===== src/rtl/pipeline_hazard_controller.sv =====
// Pipeline-control owner for the five-stage core: load-use interlock, mult/div occupancy
// of execute, memory-wait holds and exception flush of every pipeline register and the PC.
module pipeline_hazard_controller #(
  parameter int unsigned MUL_CYCLES = 4,
  parameter int unsigned DIV_CYCLES = 32
) (
  input  logic       clk,
  input  logic       reset,
  input  logic [4:0] dec_rs,
  input  logic [4:0] dec_rt,
  input  logic       dec_use_rs,
  input  logic       dec_use_rt,
  input  logic       ex_is_load,
  input  logic [4:0] ex_dest_reg,
  input  logic       ex_muldiv_start,
  input  logic       ex_is_div,
  input  logic       mem_wait,
  input  logic       mem_exception,
  output logic       pc_stall,
  output logic       pc_redirect,
  output logic [3:0] stall,
  output logic [3:0] bubble,
  output logic [3:0] nullify,
  output logic [3:0] keep_exception,
  output logic [1:0] state
);

  typedef enum logic [1:0] {
    StRun    = 2'd0,
    StMuldiv = 2'd1,
    StFlush  = 2'd2
  } state_e;

  localparam logic [5:0] MulLoad = 6'(MUL_CYCLES - 1);
  localparam logic [5:0] DivLoad = 6'(DIV_CYCLES - 1);

  state_e     state_q, state_d;
  logic [5:0] cnt_q, cnt_d;
  logic       muldiv_entry;
  logic       muldiv_busy;
  logic       load_use;

  assign muldiv_entry = (state_q == StRun) && ex_muldiv_start;
  assign muldiv_busy  = (state_q == StMuldiv) && (cnt_q != 6'd0);
  assign load_use     = ex_is_load && (ex_dest_reg != 5'd0) &&
                        ((dec_use_rs && (dec_rs == ex_dest_reg)) ||
                         (dec_use_rt && (dec_rt == ex_dest_reg)));
  assign state        = state_q;

  always_ff @(posedge clk) begin
    if (reset) begin
      state_q <= StRun;
      cnt_q   <= 6'd0;
    end else begin
      state_q <= state_d;
      cnt_q   <= cnt_d;
    end
  end

  always_comb begin
    pc_stall       = 1'b0;
    pc_redirect    = 1'b0;
    stall          = 4'b0000;
    bubble         = 4'b0000;
    nullify        = 4'b0000;
    keep_exception = 4'b0000;
    state_d        = state_q;
    cnt_d          = cnt_q;

    if (reset) begin
      nullify = 4'b1111;
    end else if (mem_exception && (state_q != StFlush)) begin
      // Kill everything younger; M->W still latches the cop0 exception info.
      nullify        = 4'b1111;
      keep_exception = 4'b1000;
      pc_redirect    = 1'b1;
      state_d        = StFlush;
      cnt_d          = 6'd0;
    end else begin
      if (mem_wait) begin
        pc_stall = 1'b1;
        stall    = 4'b0111;
        bubble   = 4'b1000;
      end else if (muldiv_entry || muldiv_busy) begin
        pc_stall = 1'b1;
        stall    = 4'b0011;
        bubble   = 4'b0100;
      end else if (load_use) begin
        pc_stall = 1'b1;
        stall    = 4'b0001;
        bubble   = 4'b0010;
      end

      case (state_q)
        StRun: begin
          if (ex_muldiv_start) begin
            cnt_d   = ex_is_div ? DivLoad : MulLoad;
            state_d = StMuldiv;
          end
        end
        StMuldiv: begin
          // Holding in MULDIV at cnt=0 during mem_wait stops a stalled op re-triggering.
          if (cnt_q != 6'd0) begin
            cnt_d = cnt_q - 6'd1;
          end else if (!mem_wait) begin
            state_d = StRun;
          end
        end
        default: state_d = StRun;
      endcase
    end
  end

endmodule

===== config.mk =====
export PLATFORM = sky130hd
export DESIGN_NAME = pipeline_hazard_controller
export DESIGN_NICKNAME = d
export VERILOG_FILES = /design/src/rtl/pipeline_hazard_controller.sv
export SDC_FILE = /design/constraint.sdc
export NUM_CORES = 1
export LEC_CHECK = 0
export ABC_AREA = 1
export CAP_MARGIN = 20
export CORE_MARGIN = 10
export CORE_UTILIZATION = 38
export CTS_CLUSTER_DIAMETER = 30
export CTS_CLUSTER_SIZE = 40
export DETAILED_ROUTE_END_ITERATION = 6
export PLACE_DENSITY = 0.82
export SLEW_MARGIN = 30
export SYNTH_ARGS = -nofsm -noshare
export SYNTH_HDL_FRONTEND = slang
export SYNTH_SLANG_ARGS = --single-unit

===== constraint.sdc =====
create_clock -name clk -period 2.1 [get_ports clk]
set_clock_uncertainty 0.05 [all_clocks]
set_input_delay 0.42 -clock clk [delete_from_list [all_inputs] [get_ports clk]]
set_output_delay 0.42 -clock clk [all_outputs]
set_load 0.01 [all_outputs]

==> metrics.md <==
| Metric | Value |
|---|---|
| Tmin final | `approximately 2 ns` |
| Hold Crit Endpoint | `cnt_q[5]` |
| Core ar. | `~0.0020 sq mm` |
| Initial antenna violation count | `0` |
| Clock Tree Root | `clkbuf_4` |
| Largest stage delay, worst path | `approximately 0.32 ns` |
| Fin. max-slew vios | `0` |
| IO Pins | `44` |
| Worst vdd ir | `0.393 mV` |
| RSZ-0062 raised after global routing | `no` |
| First-pass detailed-route iteration total | `6` |
| CP Launch Type | `flip-flop` |
| Internal power | `between 0.3 and 0.4 mW` |
| Avg Cell Area, Syn | `5.45 sq um` |
| Nets | `233` |
| WHS Path Cells | `2` |
| Worst R2R End | `cnt_q[4]` |
| Status | `complete, no violations` |
| Post-DRT Antenna Nets | `0` |
| Clk buf depth | `2` |
| Largest fanout on the critical path | `3` |
| Largest net degree at the start of global routing | `8` |
| Total Power | `0.572 mW` |
| Hold Fails Final Rpt | `0` |
| Tightest Hold Check Type | `reg -> reg` |
| GP Congestion | `0.766` |
| Synthesized area | `between 800 and 900 sq um` |
| Total GRT Usage | `0.122` |
| First-pass GRT wire length | `around 4400 um` |
| Port Buffer Count | `38` |
| Cell family with most CP delay | `buffers and inverters` |
| Reg power frac | `0.300` |
| Crit path buf inv count | `5` |
| Num CTS Buffers | `3` |
| Max-cap violation count | `0` |
| DRT iter0 DRCs | `28` |
| Sink Count | `8` |
| Clk slew on worst S/H paths | `about 0.060 ns` |
| Sw Share | `0.355` |
| Starting Density | `0.407` |
| Worst path slowest cell | `dfxtp_1` |
| Arr. time, crit path | `around 1.5 ns` |
| DRC | `0` |
| H-tree depth | `1` |
| R2R depth | `9` |
| Achievable Freq | `501 MHz` |
| Sequential area share after synthesis | `0.198` |
| Combinational power share | `0.490` |
| Most frequent cells in the layout | `nand2_1 (49), buf_4 (24), nor2_1 (22)` |
| CP Data Required Time | `around 1.6 ns` |
| TritonCTS clock tree | `built` |
| Hold_sp | `cnt_q[5]` |
| Flop2flop setup slack | `~0.63 ns` |
| Sw Pwr | `0.203 mW` |
| Crit Path Category | `reg -> out` |
| Most used cell, CP | `buf_4` |
| Ys Warns | `0` |
| Die area | `between 0.004 and 0.005 sq mm` |
| Mapped Cells | `between 100 and 150` |
| Area grow syn2layout | `68.1%` |
| Die Y | `between 60 and 70 um` |
| Die W | `about 66 um` |
| Drt total wl | `about 2800 um` |
| Antenna diodes | `0` |
| Worst-skew pair later-pin latency | `around 0.26 ns` |
| Final setup vio count | `0` |
| Post-DP HPWL | `~2300 um` |
| Critical path cell sequence | `clkinv_2, buf_4, nand2_2, a21oi_4, buf_4, inv_2, nor2_4, dlygate4sd2_1` |
| Via/cell ratio | `approximately 4.7` |
| Synth cell types | `19` |
| Register bit total from synthesis | `8` |
| Vias in the first global route | `roughly 1,100` |
| Static leakage | `0.831 nW` |
| Commonest non-fill, non-tap cell in the layout | `nand2_1` |
| FF-to-FF Start | `state[0]` |
| Pwr/cell area | `422 mW/mm^2` |
| Share of cells above drive strength 1 | `0.277` |
| DR vias | `between 1,000 and 1,500` |
| Row count | `16` |
| Wire length per cell | `11.9 um` |
| Kind of end point of the critical path | `output pin` |
| Clk pwr share | `0.210` |
| Period utilization | `0.951` |
| Setup WS pre-CTS | `-0.453 ns` |
| Gr ovfl total | `0` |
| Worst setup margin | `~0.1 ns` |
==> worst reg2reg max path: cells and delay by family, from the launching register on <==
| kind | cells | cell delay (ns) |
|---|---|---|
| buf+inv | 5 | 0.63 |
| simple gates | 3 | 0.29 |
| flops | 1 | 0.35 |
| compound gates | 1 | 0.06 |
==> flip-flops by register name, summed over array words and instances (netlist names) <==
name / flops
cnt_q: 6
state: 2
==> metrics by stage <==
| stage | util | setup TNS, ns | hold WS, ns | cell area, sq um | std cells |
|---|---|---|---|---|---|
| floorplan | - | 0 | 0.403 | 822 | 152 |
| global placement | 0.662 | -3.74 | 0.446 | 1310 | 227 |
| detailed placement | 0.662 | -3.97 | 0.461 | 1310 | 227 |
| CTS | 0.659 | -0.00716 | 0.483 | 1310 | 230 |
| global route | 0.684 | 0 | 0.538 | 1360 | 233 |
| finish | 0.684 | 0 | 0.490 | 1360 | 233 |
==> synthesized netlist by cell type (all sizes together) <==
master | instances | share of area
a21oi | 6 | 0.056
inv | 22 | 0.10
nand3b | 1 | 0.0093
nand2 | 53 | 0.25
o21ai | 8 | 0.050
nor3 | 1 | 0.0062
buf | 11 | 0.10
nand3 | 6 | 0.037
ha | 1 | 0.016
conb | 1 | 0.0046
nor2 | 29 | 0.16
dfxtp | 8 | 0.20
clkinv | 1 | 0.0062
==> how the worst max path moves through the flow <==
stage	start	endpoint	cells past startpoint	slack, ns
2_1_floorplan	cnt_q[0]	stall[0]	8	0.30
4_1_cts	ex_muldiv_start	bubble[1]	9	-0.007
5_1_grt	state[0]	bubble[3]	8	0.001
3_5_place_dp	ex_dest_reg[4]	bubble[1]	10	-0.45
6_report	state[0]	bubble[3]	8	0.10
3_3_place_gp	ex_dest_reg[4]	bubble[1]	10	-0.42
==> final cells by class <==
type	count	area [sq um]
fillers	164	626
repair buffers	62	529
multi-input cells	110	522
flip-flops and latches	8	161
inverters	23	87.6
well taps	27	33.8
clock buffers	3	22.5
==> routing by layer <==
metal / wire (um) / vias to the layer above / GRT usage
met5: 0 / - / 0
met2: 1520 / 46 / 0.238
li1: - / 550 / -
met1: 1050 / 495 / 0.115
met4: 35 / 0 / 0.0445
met3: 180 / 6 / 0.0373
==> power by group through the flow <==
stage	sequential [mW]	clock [mW]	combinational (mW)
floorplan	0.176	0	0.137
global placement	0.174	0	0.269
detailed placement	0.174	0	0.277
CTS	0.171	0.124	0.266
global route	0.173	0.129	0.310
finish	0.172	0.120	0.280
==> logic make-up (layout without fill, tap and decap cells) <==
logic type,count (synthesis),count (layout),synth area share
adders and majority gates,1,1,0.0155
and+or+nand+nor,90,90,0.465
buffers and inverters,34,88,0.211
AOI/OAI and AO/OA,14,14,0.105
DFF,8,8,0.198
other,1,5,0.00465
==> repair_timing <==
item	CTS	global route
hold buffers	0	0
gates resized for setup	35	30
pin swaps	1	9
endpoints found under the setup margin	13	10
setup buffers	0	3
(Power assumes the default switching activity.)
